==> config.mk <==
export PLATFORM = sky130hd
export DESIGN_NAME = vga_timing_gen
export DESIGN_NICKNAME = d
export VERILOG_FILES = /design/src/rtl/vga_timing_gen.sv
export SDC_FILE = /design/constraint.sdc
export NUM_CORES = 1
export LEC_CHECK = 0
export CAP_MARGIN = 20
export CORE_MARGIN = 5
export CORE_UTILIZATION = 47
export CTS_CLUSTER_DIAMETER = 30
export CTS_CLUSTER_SIZE = 28
export DETAILED_ROUTE_END_ITERATION = 10
export GPL_TIMING_DRIVEN = 1
export MAX_ROUTING_LAYER = met4
export PLACE_DENSITY_LB_ADDON = 0.3
export SLEW_MARGIN = 20
export SYNTH_ARGS = -nofsm -noshare
export SYNTH_HDL_FRONTEND = slang
export SYNTH_SLANG_ARGS = --single-unit
==> constraint.sdc <==
create_clock -name clk -period 2.8 [get_ports clk]
set_input_delay 0.56 -clock clk [delete_from_list [all_inputs] [get_ports clk]]
set_output_delay 0.56 -clock clk [all_outputs]
set_load 0.005 [all_outputs]
==> src/rtl/vga_timing_gen.sv <==
// VGA raster timing generator: chained horizontal/vertical counters advanced by a
// pixel enable, with sync, active-video, coordinate and boundary-strobe decodes.
module vga_timing_gen #(
  parameter int unsigned H_ACTIVE  = 640,
  parameter int unsigned H_FP      = 16,
  parameter int unsigned H_SYNC    = 96,
  parameter int unsigned H_BP      = 48,
  parameter int unsigned V_ACTIVE  = 480,
  parameter int unsigned V_FP      = 10,
  parameter int unsigned V_SYNC    = 2,
  parameter int unsigned V_BP      = 33,
  parameter bit          HSYNC_POL = 1'b0,
  parameter bit          VSYNC_POL = 1'b0,
  parameter int unsigned H_BITS    = 10,
  parameter int unsigned V_BITS    = 10
) (
  input  logic              clk,
  input  logic              i_sclr,
  input  logic              i_px_clk,
  output logic              o_vga_hsync,
  output logic              o_vga_vsync,
  output logic              o_active,
  output logic [H_BITS-1:0] o_x,
  output logic [V_BITS-1:0] o_y,
  output logic              o_line_end,
  output logic              o_frame_end
);

  localparam int unsigned H_TOTAL      = H_ACTIVE + H_FP + H_SYNC + H_BP;
  localparam int unsigned V_TOTAL      = V_ACTIVE + V_FP + V_SYNC + V_BP;
  localparam int unsigned H_SYNC_START = H_ACTIVE + H_FP;
  localparam int unsigned H_SYNC_END   = H_ACTIVE + H_FP + H_SYNC;
  localparam int unsigned V_SYNC_START = V_ACTIVE + V_FP;
  localparam int unsigned V_SYNC_END   = V_ACTIVE + V_FP + V_SYNC;

  localparam logic [H_BITS-1:0] H_LAST = H_BITS'(H_TOTAL - 1);
  localparam logic [V_BITS-1:0] V_LAST = V_BITS'(V_TOTAL - 1);

  logic [H_BITS-1:0] h_cnt;
  logic [V_BITS-1:0] v_cnt;
  logic [31:0]       h_wide;
  logic [31:0]       v_wide;
  logic              h_last;
  logic              v_last;
  logic              h_in_sync;
  logic              v_in_sync;

  // Counter chain; clear wins over the pixel enable.
  always_ff @(posedge clk) begin
    if (i_sclr) begin
      h_cnt <= '0;
      v_cnt <= '0;
    end else if (i_px_clk) begin
      if (h_cnt < H_LAST) begin
        h_cnt <= h_cnt + H_BITS'(1);
      end else begin
        h_cnt <= '0;
      end
      if (h_last) begin
        if (v_cnt < V_LAST) begin
          v_cnt <= v_cnt + V_BITS'(1);
        end else begin
          v_cnt <= '0;
        end
      end
    end
  end

  // Range compares run in 32 bits so a region ending exactly at 2^BITS still decodes.
  always_comb begin
    h_wide    = 32'(h_cnt);
    v_wide    = 32'(v_cnt);
    h_last    = (h_cnt == H_LAST);
    v_last    = (v_cnt == V_LAST);
    h_in_sync = (h_wide >= H_SYNC_START) && (h_wide < H_SYNC_END);
    v_in_sync = (v_wide >= V_SYNC_START) && (v_wide < V_SYNC_END);
  end

  always_comb begin
    o_vga_hsync = h_in_sync ? HSYNC_POL : ~HSYNC_POL;
    o_vga_vsync = v_in_sync ? VSYNC_POL : ~VSYNC_POL;
    o_active    = (h_wide < H_ACTIVE) && (v_wide < V_ACTIVE);
    o_x         = h_cnt;
    o_y         = v_cnt;
    o_line_end  = i_px_clk && h_last && !i_sclr;
    o_frame_end = o_line_end && v_last;
  end

endmodule

After elaboration in Yosys (flattened, before gate mapping). Index checks and enable logic that the tools add are counted.

Bits in registers: 20. Output and inout bits: 25. Word-level logic and storage cells: 26.

Add/subtract/negate cells: 2. Order comparisons: 8. Equality and inequality tests: 2. Muxes and demuxes: 4. Reduce and logical (&&, ||, !) cells: 8.

Operators with widths (number): $lt 10x10->1 const B (4); $add 10x1->10 const B (2); $eq 10x10->1 const B (2); $lt 10x9->1 const B (2); $mux 10 (2); $ge 10x10->1 const B (1); $ge 10x9->1 const B (1); $logic_and 1x1->1 (6); $mux 1 (2); $reduce_and 2->1 (1); $logic_not 1->1 (1).

Longest topological paths before layout.
Depth in word-level cells: 4. Depth in mapped cells: 6. Mapped depth without buffers: 5.

Worst setup path before layout. OpenSTA, ideal clock, no wires.

Path kind: input to output. Start: input i_px_clk. End: output o_frame_end. Data arrival time: 1878 ps. Required time: 2240 ps. Path slack: 362 ps. Cell stages on the path: 5. Path buffers: 2. Path through: buf_2 -> nand2_1 -> or4_4 -> buf_4 -> nor4_1.

Longest elaborated chain between the ends: 3.

Ends and longest elaborated chain: start, declared (RTL line 19) `input logic i_px_clk,`; $logic_and 1x1->1 (2 in a row) (RTL line 85) `o_line_end = i_px_clk && h_last && !i_sclr;`; $logic_and 1x1->1 (RTL line 86) `o_frame_end = o_line_end && v_last;`; end, declared (RTL line 26) `output logic o_frame_end`.

No other way between the ends.

Worst setup path in the final report. Same ends and word-level chain as after synthesis.

==> results.py <==
metrics = {
    "floorplan": {
        "die_y_um": 57.3,
        "die_area_mm2": 0.00329,
        "fp.coreArea_mm2": 0.00217,
        "initial_core_util": 0.485,
        "ios": 28,
        "die_x_um": 57.3,
        "fp-row-count": 17,
    },
    "finish": {
        "multi_input_area_um2": 611,
        "layout_common_cells": "clkdlybuf4s50_1, dfxtp_1, nor2_1",
        "nFillCells": 187,
        "regArea_um2": 400,
        "drive_gt1_frac": 0.113,
        "fin_nets": 176,
        "final_common_cell": "clkdlybuf4s50_1",
        "areaGrowthSynthToFinish_pct": 40.7,
        "final_util": 0.682,
        "antennaDiodeCount": 0,
    },
    "global_routing": {
        "overflow": 0,
        "globalRouteMet2Util": 0.256,
        "grtUsageMet3": 0.0362,
        "grt_max_degree": 14,
        "antenna_found_initial": 0,
        "grtUsageTotal": 0.173,
        "grt_pass1_wl_um": 4350,
        "grt_pass1_vias": 1006,
        "use_met1": 0.220,
        "grt.busiest_layer": "met2",
    },
    "power_and_ir_drop": {
        "vdd.ir_drop.worst_mv": 0.297,
        "powerDensity_mw_per_mm2": 379,
        "p_leak_nw": 0.519,
        "p_total_w": 0.000561,
    },
    "clock_network": {
        "cts_tree": "done",
        "clk_latency_ps": 310,
        "htreeDepth": 1,
        "numCtsBuffers": 3,
        "cts_root_buffer": "clkbuf_4",
        "clkTransAtPathRegs_ps": 120,
        "cts_hold_buf": 0,
        "cts.sinks": 20,
        "clockBufferDepth": 2,
        "cts_setup_buffers": 0,
    },
    "placed_design": {
        "dp_hpwl_um": 1950,
        "port-buffer-count": 27,
        "finalWeightedCongestion": 0.813,
    },
    "sta": {
        "whs_ps": 532,
        "rsz0062_at_grt": "no",
        "max_freq_ghz": 0.367,
        "maxSlewHeadroom": 0.716,
        "finalSetupViolCount": 0,
        "period_share": 0.974,
        "hold_violations": 0,
        "skew_ps": 9.18,
        "slew_violations": 0,
        "worstMarginPinSlew_ps": 425,
        "min_period_ps": 2730,
    },
    "critical_path": {
        "cp_max_fo": 2,
        "critPathRequiredTime_ps": 2240,
        "crit_arrival_ps": 2170,
        "crit_type": "in2out",
        "cp-start-kind": "input pin",
        "end_kind": "primary output",
    },
    "run_status": {
        "outcome": "finished, final reports clean",
    },
    "drt": {
        "ant_nets": 0,
        "first_pass_iters": 4,
        "drt_iter0_drc": 33,
        "vias": 1092,
        "wl_um": 2620,
        "wl_per_cell_um": 13.3,
        "drc": 0,
        "viasPerCell": 5.57,
    },
    "run": {
        "drv_cap": 0,
    },
    "yosys": {
        "syn_avg_cell_area_um2": 8.09,
        "syn_nets": 137,
        "yosys-top-cells-area": "dfxtp_1, nor2_1, xnor2_1",
        "syn_area_mm2": 0.00105,
        "synth_top_area_share": 0.380,
        "ys_seq_elements": 20,
        "synth_cells": 130,
        "yosysWarnings": 0,
        "ys_types": 30,
        "synth_enable_flop_cells": 0,
        "synthFlopType": "dfxtp_1",
        "yosysSeqAreaShare": 0.380,
        "synthArstFlopShare": 0,
        "yosys.area.top_type": "dfxtp_1",
    },
    "worst_hold_path": {
        "hold_class": "reg2reg",
    },
}
==> cell type report <==
| cell class | count | area share |
|---|---|---|
| Sequential cell | 20 | 0.270 |
| Multi-Input combinational cell | 99 | 0.413 |
| Tap cell | 28 | 0.0237 |
| Clock inverter | 1 | 0.0203 |
| Inverter | 7 | 0.0178 |
| Timing Repair Buffer | 38 | 0.240 |
| Clock buffer | 3 | 0.0152 |
==> flip-flops by register name, summed over array words and instances (netlist names) <==
| signal | flops |
|---|---|
| o_y | 10 |
| o_x | 10 |
==> synthesized netlist by cell type, types with 4 or more instances <==
| master | n |
|---|---|
| a21oi_1 | 9 |
| dfxtp_1 | 20 |
| ha_1 | 4 |
| inv_1 | 7 |
| nand2_1 | 9 |
| nand3_1 | 10 |
| nand4_1 | 6 |
| nor2_1 | 18 |
| nor3_1 | 5 |
| or4_1 | 4 |
| xnor2_1 | 6 |
| xor2_1 | 4 |
==> routing by layer <==
metal	vias up	share of wire
met2	33	0.47
met3	9	0.058
met4	0	0.022
li1	545	-
met1	505	0.45
met5	-	0
==> timing repair <==
item                       4_1_cts  5_1_grt
cloned                           0        0
resized for setup                3        2
setup endpoints to repair        2        1
==> worst max-delay path, stage by stage <==
cell,delay (ps)
clkdlybuf4s50_1,470
nand2_1,70
or4_4,550
nor4_2,260
clkdlybuf4s15_1,250
==> stage by stage <==
stage | cells | setup slack [ps] | setup TNS, ps | cell area, um^2
3_5_place_dp | 192 | -248 | -459 | 1420
4_1_cts | 196 | 39.1 | 0 | 1470
2_1_floorplan | 130 | 362 | 0 | 1050
5_1_grt | 196 | 7.90 | 0 | 1480
6_report | 196 | 71.6 | 0 | 1480
3_3_place_gp | 192 | -287 | -465 | 1420
==> final timing paths <==
kind                            slack, ps  depth (start not counted)                 from             endpoint
worst max-delay path                   70                          5             i_px_clk          o_frame_end
worst max register to register        690                          6  o_x[0]$_SDFFE_PP0P_  o_y[7]$_SDFFE_PP0P_
worst min-delay path                  530                          2  o_y[8]$_SDFFE_PP0P_  o_y[8]$_SDFFE_PP0P_
worst min register to register        530                          2  o_y[8]$_SDFFE_PP0P_  o_y[8]$_SDFFE_PP0P_
==> report_power, final <==
part / internal [W] / total (W) / leakage, nW / switching (W)
Clock: 0.000145 / 0.000236 / 0.0279 / 0.0000910
Sequential: 0.000288 / 0.000290 / 0.161 / 0.00000221
Combinational: 0.0000187 / 0.0000356 / 0.330 / 0.0000169
Total: 0.000451 / 0.000561 / 0.519 / 0.000110
==> logic make-up (layout without fill, tap and decap cells) <==
kind of cell / after synthesis / after routing / share of synthesized area
mux: 1 / 1 / 0.00951
fa+ha+maj: 4 / 4 / 0.0476
buf+inv: 11 / 49 / 0.0452
simple gates: 66 / 66 / 0.332
compound gates: 18 / 18 / 0.102
flops: 20 / 20 / 0.380
xor+xnor: 10 / 10 / 0.0832
Power figures use the tool's default switching activity.
